[src/rtl/riscv_mc_controller_if.sv]
// Control bus between the multicycle controller and the datapath:
// instruction fields and the ALU Zero flag in, enables and mux selects out.
interface riscv_mc_controller_if;
  logic [6:0] op;
  logic [2:0] funct3;
  logic       funct7b5;
  logic       Zero;
  logic       PCWrite;
  logic       AdrSrc;
  logic       MemWrite;
  logic       IRWrite;
  logic [1:0] ResultSrc;
  logic [1:0] ALUSrcA;
  logic [1:0] ALUSrcB;
  logic [1:0] ImmSrc;
  logic       RegWrite;
  logic [2:0] ALUControl;
  logic       IllegalInstr;
  logic [3:0] StateOut;

  modport master (
    input  op, funct3, funct7b5, Zero,
    output PCWrite, AdrSrc, MemWrite, IRWrite, ResultSrc, ALUSrcA, ALUSrcB,
           ImmSrc, RegWrite, ALUControl, IllegalInstr, StateOut
  );

  modport slave (
    output op, funct3, funct7b5, Zero,
    input  PCWrite, AdrSrc, MemWrite, IRWrite, ResultSrc, ALUSrcA, ALUSrcB,
           ImmSrc, RegWrite, ALUControl, IllegalInstr, StateOut
  );
endinterface

[src/rtl/riscv_mc_controller.sv]
// Multicycle RISC-V control FSM: sequences Fetch/Decode/Execute/Mem/WB and
// drives every datapath enable, mux select and the ALU operation.
module riscv_mc_controller (
  input  logic                  clk,
  input  logic                  reset,
  riscv_mc_controller_if.master bus
);
  localparam logic [6:0] OP_LW  = 7'b0000011;
  localparam logic [6:0] OP_SW  = 7'b0100011;
  localparam logic [6:0] OP_R   = 7'b0110011;
  localparam logic [6:0] OP_I   = 7'b0010011;
  localparam logic [6:0] OP_JAL = 7'b1101111;
  localparam logic [6:0] OP_BEQ = 7'b1100011;

  typedef enum logic [3:0] {
    s_fetch    = 4'd0,
    s_decode   = 4'd1,
    s_memadr   = 4'd2,
    s_memread  = 4'd3,
    s_memwb    = 4'd4,
    s_memwrite = 4'd5,
    s_executer = 4'd6,
    s_aluwb    = 4'd7,
    s_executei = 4'd8,
    s_jal      = 4'd9,
    s_beq      = 4'd10
  } state_t;

  state_t     state, next;
  logic       pcupdate, branch, adrsrc, memwr, irwr, regwr, illegal;
  logic [1:0] aluop, resultsrc, srca, srcb;
  logic [2:0] aluctl;
  logic [1:0] immsrc;

  always_ff @(posedge clk) begin
    if (reset) state <= s_fetch;
    else       state <= next;
  end

  always_comb begin
    next      = s_fetch;
    pcupdate  = 1'b0;
    branch    = 1'b0;
    aluop     = 2'b00;
    adrsrc    = 1'b0;
    memwr     = 1'b0;
    irwr      = 1'b0;
    regwr     = 1'b0;
    illegal   = 1'b0;
    resultsrc = 2'b00;
    srca      = 2'b00;
    srcb      = 2'b00;
    case (state)
      s_fetch: begin
        irwr      = 1'b1;
        srcb      = 2'b10;
        resultsrc = 2'b10;
        pcupdate  = 1'b1;
        next      = s_decode;
      end
      s_decode: begin
        // PC+imm is formed here so BEQ can compare and redirect in one cycle
        srca = 2'b01;
        srcb = 2'b01;
        case (bus.op)
          OP_LW, OP_SW: next = s_memadr;
          OP_R:         next = s_executer;
          OP_I:         next = s_executei;
          OP_JAL:       next = s_jal;
          OP_BEQ:       next = s_beq;
          default: begin
            next    = s_fetch;
            illegal = 1'b1;
          end
        endcase
      end
      s_memadr: begin
        srca = 2'b10;
        srcb = 2'b01;
        next = (bus.op == OP_LW) ? s_memread : s_memwrite;
      end
      s_memread: begin
        adrsrc = 1'b1;
        next   = s_memwb;
      end
      s_memwb: begin
        resultsrc = 2'b01;
        regwr     = 1'b1;
      end
      s_memwrite: begin
        adrsrc = 1'b1;
        memwr  = 1'b1;
      end
      s_executer: begin
        srca  = 2'b10;
        aluop = 2'b10;
        next  = s_aluwb;
      end
      s_executei: begin
        srca  = 2'b10;
        srcb  = 2'b01;
        aluop = 2'b10;
        next  = s_aluwb;
      end
      s_aluwb: regwr = 1'b1;
      s_jal: begin
        srca     = 2'b01;
        srcb     = 2'b10;
        pcupdate = 1'b1;
        next     = s_aluwb;
      end
      s_beq: begin
        srca   = 2'b10;
        aluop  = 2'b01;
        branch = 1'b1;
      end
      default: next = s_fetch;
    endcase
  end

  // funct7b5 only selects sub for register-register ops; addi ignores it
  always_comb begin
    aluctl = 3'b000;
    case (aluop)
      2'b01: aluctl = 3'b001;
      2'b10: begin
        case (bus.funct3)
          3'b000:  aluctl = (bus.op[5] & bus.funct7b5) ? 3'b001 : 3'b000;
          3'b010:  aluctl = 3'b101;
          3'b110:  aluctl = 3'b011;
          3'b111:  aluctl = 3'b010;
          default: aluctl = 3'b000;
        endcase
      end
      default: aluctl = 3'b000;
    endcase
  end

  always_comb begin
    immsrc = 2'b00;
    case (bus.op)
      OP_SW:   immsrc = 2'b01;
      OP_BEQ:  immsrc = 2'b10;
      OP_JAL:  immsrc = 2'b11;
      default: immsrc = 2'b00;
    endcase
  end

  // write enables are squashed during reset so an aborted instruction leaves no trace
  assign bus.PCWrite      = ~reset & (pcupdate | (branch & bus.Zero));
  assign bus.MemWrite     = ~reset & memwr;
  assign bus.IRWrite      = ~reset & irwr;
  assign bus.RegWrite     = ~reset & regwr;
  assign bus.IllegalInstr = ~reset & illegal;
  assign bus.AdrSrc       = adrsrc;
  assign bus.ResultSrc    = resultsrc;
  assign bus.ALUSrcA      = srca;
  assign bus.ALUSrcB      = srcb;
  assign bus.ImmSrc       = immsrc;
  assign bus.ALUControl   = aluctl;
  assign bus.StateOut     = state;
endmodule

[src/flat_wrapper.sv]
// flat-port wrapper written by rule: the top's interface ports become plain ports
module riscv_mc_controller_flat 
  (clk, reset, bus_op, bus_funct3, bus_funct7b5, bus_Zero, bus_PCWrite, bus_AdrSrc, bus_MemWrite, bus_IRWrite, bus_ResultSrc, bus_ALUSrcA, bus_ALUSrcB, bus_ImmSrc, bus_RegWrite, bus_ALUControl, bus_IllegalInstr, bus_StateOut);
  riscv_mc_controller_if bus_i ();
  input  logic clk;
  input  logic reset;
  input wire logic [$bits(bus_i.op)-1:0] bus_op;
  input wire logic [$bits(bus_i.funct3)-1:0] bus_funct3;
  input wire logic [$bits(bus_i.funct7b5)-1:0] bus_funct7b5;
  input wire logic [$bits(bus_i.Zero)-1:0] bus_Zero;
  output wire logic [$bits(bus_i.PCWrite)-1:0] bus_PCWrite;
  output wire logic [$bits(bus_i.AdrSrc)-1:0] bus_AdrSrc;
  output wire logic [$bits(bus_i.MemWrite)-1:0] bus_MemWrite;
  output wire logic [$bits(bus_i.IRWrite)-1:0] bus_IRWrite;
  output wire logic [$bits(bus_i.ResultSrc)-1:0] bus_ResultSrc;
  output wire logic [$bits(bus_i.ALUSrcA)-1:0] bus_ALUSrcA;
  output wire logic [$bits(bus_i.ALUSrcB)-1:0] bus_ALUSrcB;
  output wire logic [$bits(bus_i.ImmSrc)-1:0] bus_ImmSrc;
  output wire logic [$bits(bus_i.RegWrite)-1:0] bus_RegWrite;
  output wire logic [$bits(bus_i.ALUControl)-1:0] bus_ALUControl;
  output wire logic [$bits(bus_i.IllegalInstr)-1:0] bus_IllegalInstr;
  output wire logic [$bits(bus_i.StateOut)-1:0] bus_StateOut;
  assign bus_i.op = bus_op;
  assign bus_i.funct3 = bus_funct3;
  assign bus_i.funct7b5 = bus_funct7b5;
  assign bus_i.Zero = bus_Zero;
  assign bus_PCWrite = bus_i.PCWrite;
  assign bus_AdrSrc = bus_i.AdrSrc;
  assign bus_MemWrite = bus_i.MemWrite;
  assign bus_IRWrite = bus_i.IRWrite;
  assign bus_ResultSrc = bus_i.ResultSrc;
  assign bus_ALUSrcA = bus_i.ALUSrcA;
  assign bus_ALUSrcB = bus_i.ALUSrcB;
  assign bus_ImmSrc = bus_i.ImmSrc;
  assign bus_RegWrite = bus_i.RegWrite;
  assign bus_ALUControl = bus_i.ALUControl;
  assign bus_IllegalInstr = bus_i.IllegalInstr;
  assign bus_StateOut = bus_i.StateOut;
  riscv_mc_controller u_core (.clk(clk), .reset(reset), .bus(bus_i));
endmodule
[config.mk]
export PLATFORM = sky130hd
export DESIGN_NAME = riscv_mc_controller_flat
export DESIGN_NICKNAME = d
export VERILOG_FILES = /design/src/rtl/riscv_mc_controller_if.sv /design/src/rtl/riscv_mc_controller.sv /design/src/flat_wrapper.sv
export SDC_FILE = /design/constraint.sdc
export NUM_CORES = 1
export LEC_CHECK = 0
export ABC_AREA = 1
export ABC_CLOCK_PERIOD_IN_PS = 2200
export CORE_UTILIZATION = 36
export CTS_CLUSTER_DIAMETER = 30
export DETAILED_ROUTE_END_ITERATION = 16
export PLACE_DENSITY = 0.78
export SYNTH_ARGS = -nofsm -noshare
export SYNTH_HDL_FRONTEND = slang
export SYNTH_SLANG_ARGS = --single-unit
[constraint.sdc]
create_clock -name clk -period 2.2 [get_ports clk]
set_input_delay 0.22 -clock clk [delete_from_list [all_inputs] [get_ports clk]]
set_output_delay 0.22 -clock clk [all_outputs]
set_load 0.02 [all_outputs]
==> flow_metrics.py <==
metrics = {
    "finish": {
        "final_cell_mix": "35 x nand2_1, 27 x clkdlybuf4s50_1, 26 x nor2_1",
        "final_common_cell": "nand2_1",
        "synthToLayoutAreaGrowth_pct": 80.8,
        "drive_gt1_share_pct": 20.5,
        "diodes": 0,
        "largest_reg_flops": 4,
        "nNetsFinal": 184,
    },
    "logic_synthesis": {
        "synthCells": 118,
        "ys_warn_count": 0,
        "syn-cell-area_um2": 586,
        "synth_seq_cells": 4,
        "syn_area_per_cell_um2": 4.96,
        "synth_nets": 134,
        "synth_cell_type_count": 18,
        "yosysSeqAreaShare_pct": 13.7,
    },
    "timing": {
        "drv_slew": 0,
        "fin_crit_sh_pct": 94.7,
        "rsz0062_at_grt": "no",
        "setup_viol": 0,
        "fin_worst_skew_ps": 0.516,
        "fin_ws_ps": 116,
        "max_slew_margin_pct": 82.2,
        "max_freq_ghz": 0.480,
        "timing_hold_violations_final": 0,
        "worst_slew_pin_slew_ps": 266,
        "fin_crit_ps": 2080,
    },
    "placed_design": {
        "gp_congestion": 0.830,
        "port-buffer-count": 34,
        "dp_hpwl_um": 1550,
        "pre_cts_ws_ps": -103,
    },
    "routing": {
        "vias": 850,
        "dr.pass1.iters": 4,
        "wl_per_cell_um": 10.3,
        "drc": 0,
        "ant_nets": 0,
        "drt_iter0_drc": 14,
        "routed_via_density": 4.67,
        "drt_wl_total_um": 1880,
    },
    "worst_hold_path": {
        "worstHoldStart": "reset",
        "hold_depth": 4,
        "worstHoldEndpoint": "u_core.bus.StateOut[3]$_SDFF_PP0_",
        "hold_class": "input pin to register",
    },
    "clocking": {
        "clkSinkCount": 4,
        "h-tree-depth": 1,
        "numCtsBuffers": 3,
        "clk_latency_ps": 240,
        "hold_buffers": 0,
        "clockBufferDepth": 2,
        "cts_root_buf": "clkbuf_4",
        "clk_pin_slew_worst_paths_ps": 40,
        "cts_tree": "done",
    },
    "pwr": {
        "power_density_nw_per_um2": 273,
        "peakVddDrop_uv": 225,
        "power_uw": 289,
        "total_leakage_power_uw": 0.000615,
    },
    "die": {
        "fp-row-count": 14,
        "die_h_um": 42.3,
        "die_x_um": 42.3,
        "die_area_um2": 1790,
        "floorplan.initialDensity_pct": 38.9,
        "core_area_um2": 1510,
        "num_io_pins": 35,
    },
    "grt": {
        "grt_pass1_vias": 809,
        "gr-total-overflow": 0,
        "grt_usage_pct": 22.6,
        "grt_first_pass_wirelength_um": 3130,
        "grt_max_degree": 8,
        "antenna_found_initial": 0,
    },
    "worst_setup_path": {
        "start_kind": "input pin",
        "cp_max_fo": 5,
        "required_ps": 1980,
        "crit_arrival_ps": 1860,
        "r2r-start": "u_core.bus.StateOut[0]$_SDFF_PP0_",
        "path_class": "input pin to output port",
        "cp-end-kind": "output port",
        "rr_worst_depth": 9,
        "reg2reg_to": "u_core.bus.StateOut[0]$_SDFF_PP0_",
        "ff2ff_setup_slack_ps": 870,
    },
    "flow_run": {
        "maxCapViolCount": 0,
    },
    "status": {
        "run_status": "finished, final reports clean",
    },
}
power breakdown:
part / total (uW) / internal [uW] / leakage, uW / switching (uW)
logic: 118 / 58.1 / 0.000569 / 60.3
clock network: 92.7 / 61.1 / 0.0000138 / 31.6
registers: 77.5 / 74.8 / 0.0000326 / 2.64
total: 289 / 194 / 0.000615 / 94.6
stage by stage:
step                      area (um^2)  TNS (ps)  instances  hold WS (ps)  util, %
after global routing             1060         0        182           678     70.3
after floorplan                   586         0        118           439        -
after CTS                        1050         0        182           668     69.6
after global placement           1030         0        179           626     68.5
after detailed placement         1030      -164        179           657     68.5
final                            1060         0        182           672     70.3
how the worst max path moves through the flow:
stage	from	to	slack, ps	cells past startpoint
after floorplan	u_core.bus.StateOut[1]$_SDFF_PP0_	bus_ALUControl[2]	90	9
after global placement	u_core.bus.StateOut[1]$_SDFF_PP0_	bus_ALUControl[0]	10	10
after detailed placement	u_core.bus.StateOut[1]$_SDFF_PP0_	bus_ALUControl[0]	-100	10
after CTS	u_core.bus.StateOut[1]$_SDFF_PP0_	bus_ALUControl[1]	20	10
after global routing	u_core.bus.StateOut[1]$_SDFF_PP0_	bus_ALUControl[0]	0.05	10
final	bus_op[5]	bus_ImmSrc[1]	120	6
synth_stat cells, drive strengths merged:
| library cell | instances | share of area [%] |
|---|---|---|
| a21oi | 1 | 0.85 |
| o221ai | 1 | 1.5 |
| buf | 1 | 0.64 |
| inv | 21 | 13 |
| nand4 | 1 | 1.1 |
| nor3 | 2 | 2.6 |
| o21ai | 4 | 3.4 |
| nor2 | 33 | 24 |
| dfxtp | 4 | 14 |
| nand3b | 1 | 1.3 |
| ha | 2 | 4.3 |
| nand2 | 38 | 26 |
| nor4 | 1 | 1.1 |
| nand3 | 8 | 6.8 |
final cells by class:
cell class	instances	area [um^2]
Inverter	21	78.8
Sequential cell	4	80.1
Multi-Input combinational cell	92	430
Fill cell	134	448
Tap cell	16	20.0
Clock buffer	3	22.5
Timing Repair Buffer	46	427
worst max-delay path, stage by stage:
cell             delay (ps)
clkdlybuf4s50_1         530
inv_1                   100
nor3_2                  180
nand2_1                 140
nand2_1                 100
clkdlybuf4s50_1         600
kinds of logic after synthesis:
family | count (synthesis) | share of synthesized area, %
AO/OA/AOI/OAI | 6 | 5.77
AND/OR/NAND/NOR | 84 | 62.2
adder cells (fa/ha/maj) | 2 | 4.27
buffers and inverters | 22 | 14.1
flip-flops | 4 | 13.7
timing repair:
action,CTS,global route
buffers inserted,0,0
pin swaps,0,1
gates resized for setup,11,12
setup endpoints to repair,4,6
metal layers:
metal | part of all wire (%) | up-vias | global-route usage, % | routed length [um]
met5 | 0 | - | 0 | 0
met3 | 3.5 | 2 | 3.88 | 66
met1 | 40 | 369 | 24.0 | 748
met2 | 56 | 20 | 43.7 | 1050
met4 | 0.69 | 0 | 7.50 | 13
li1 | - | 459 | - | -
No activity file was read; power rests on OpenSTA's default activity.
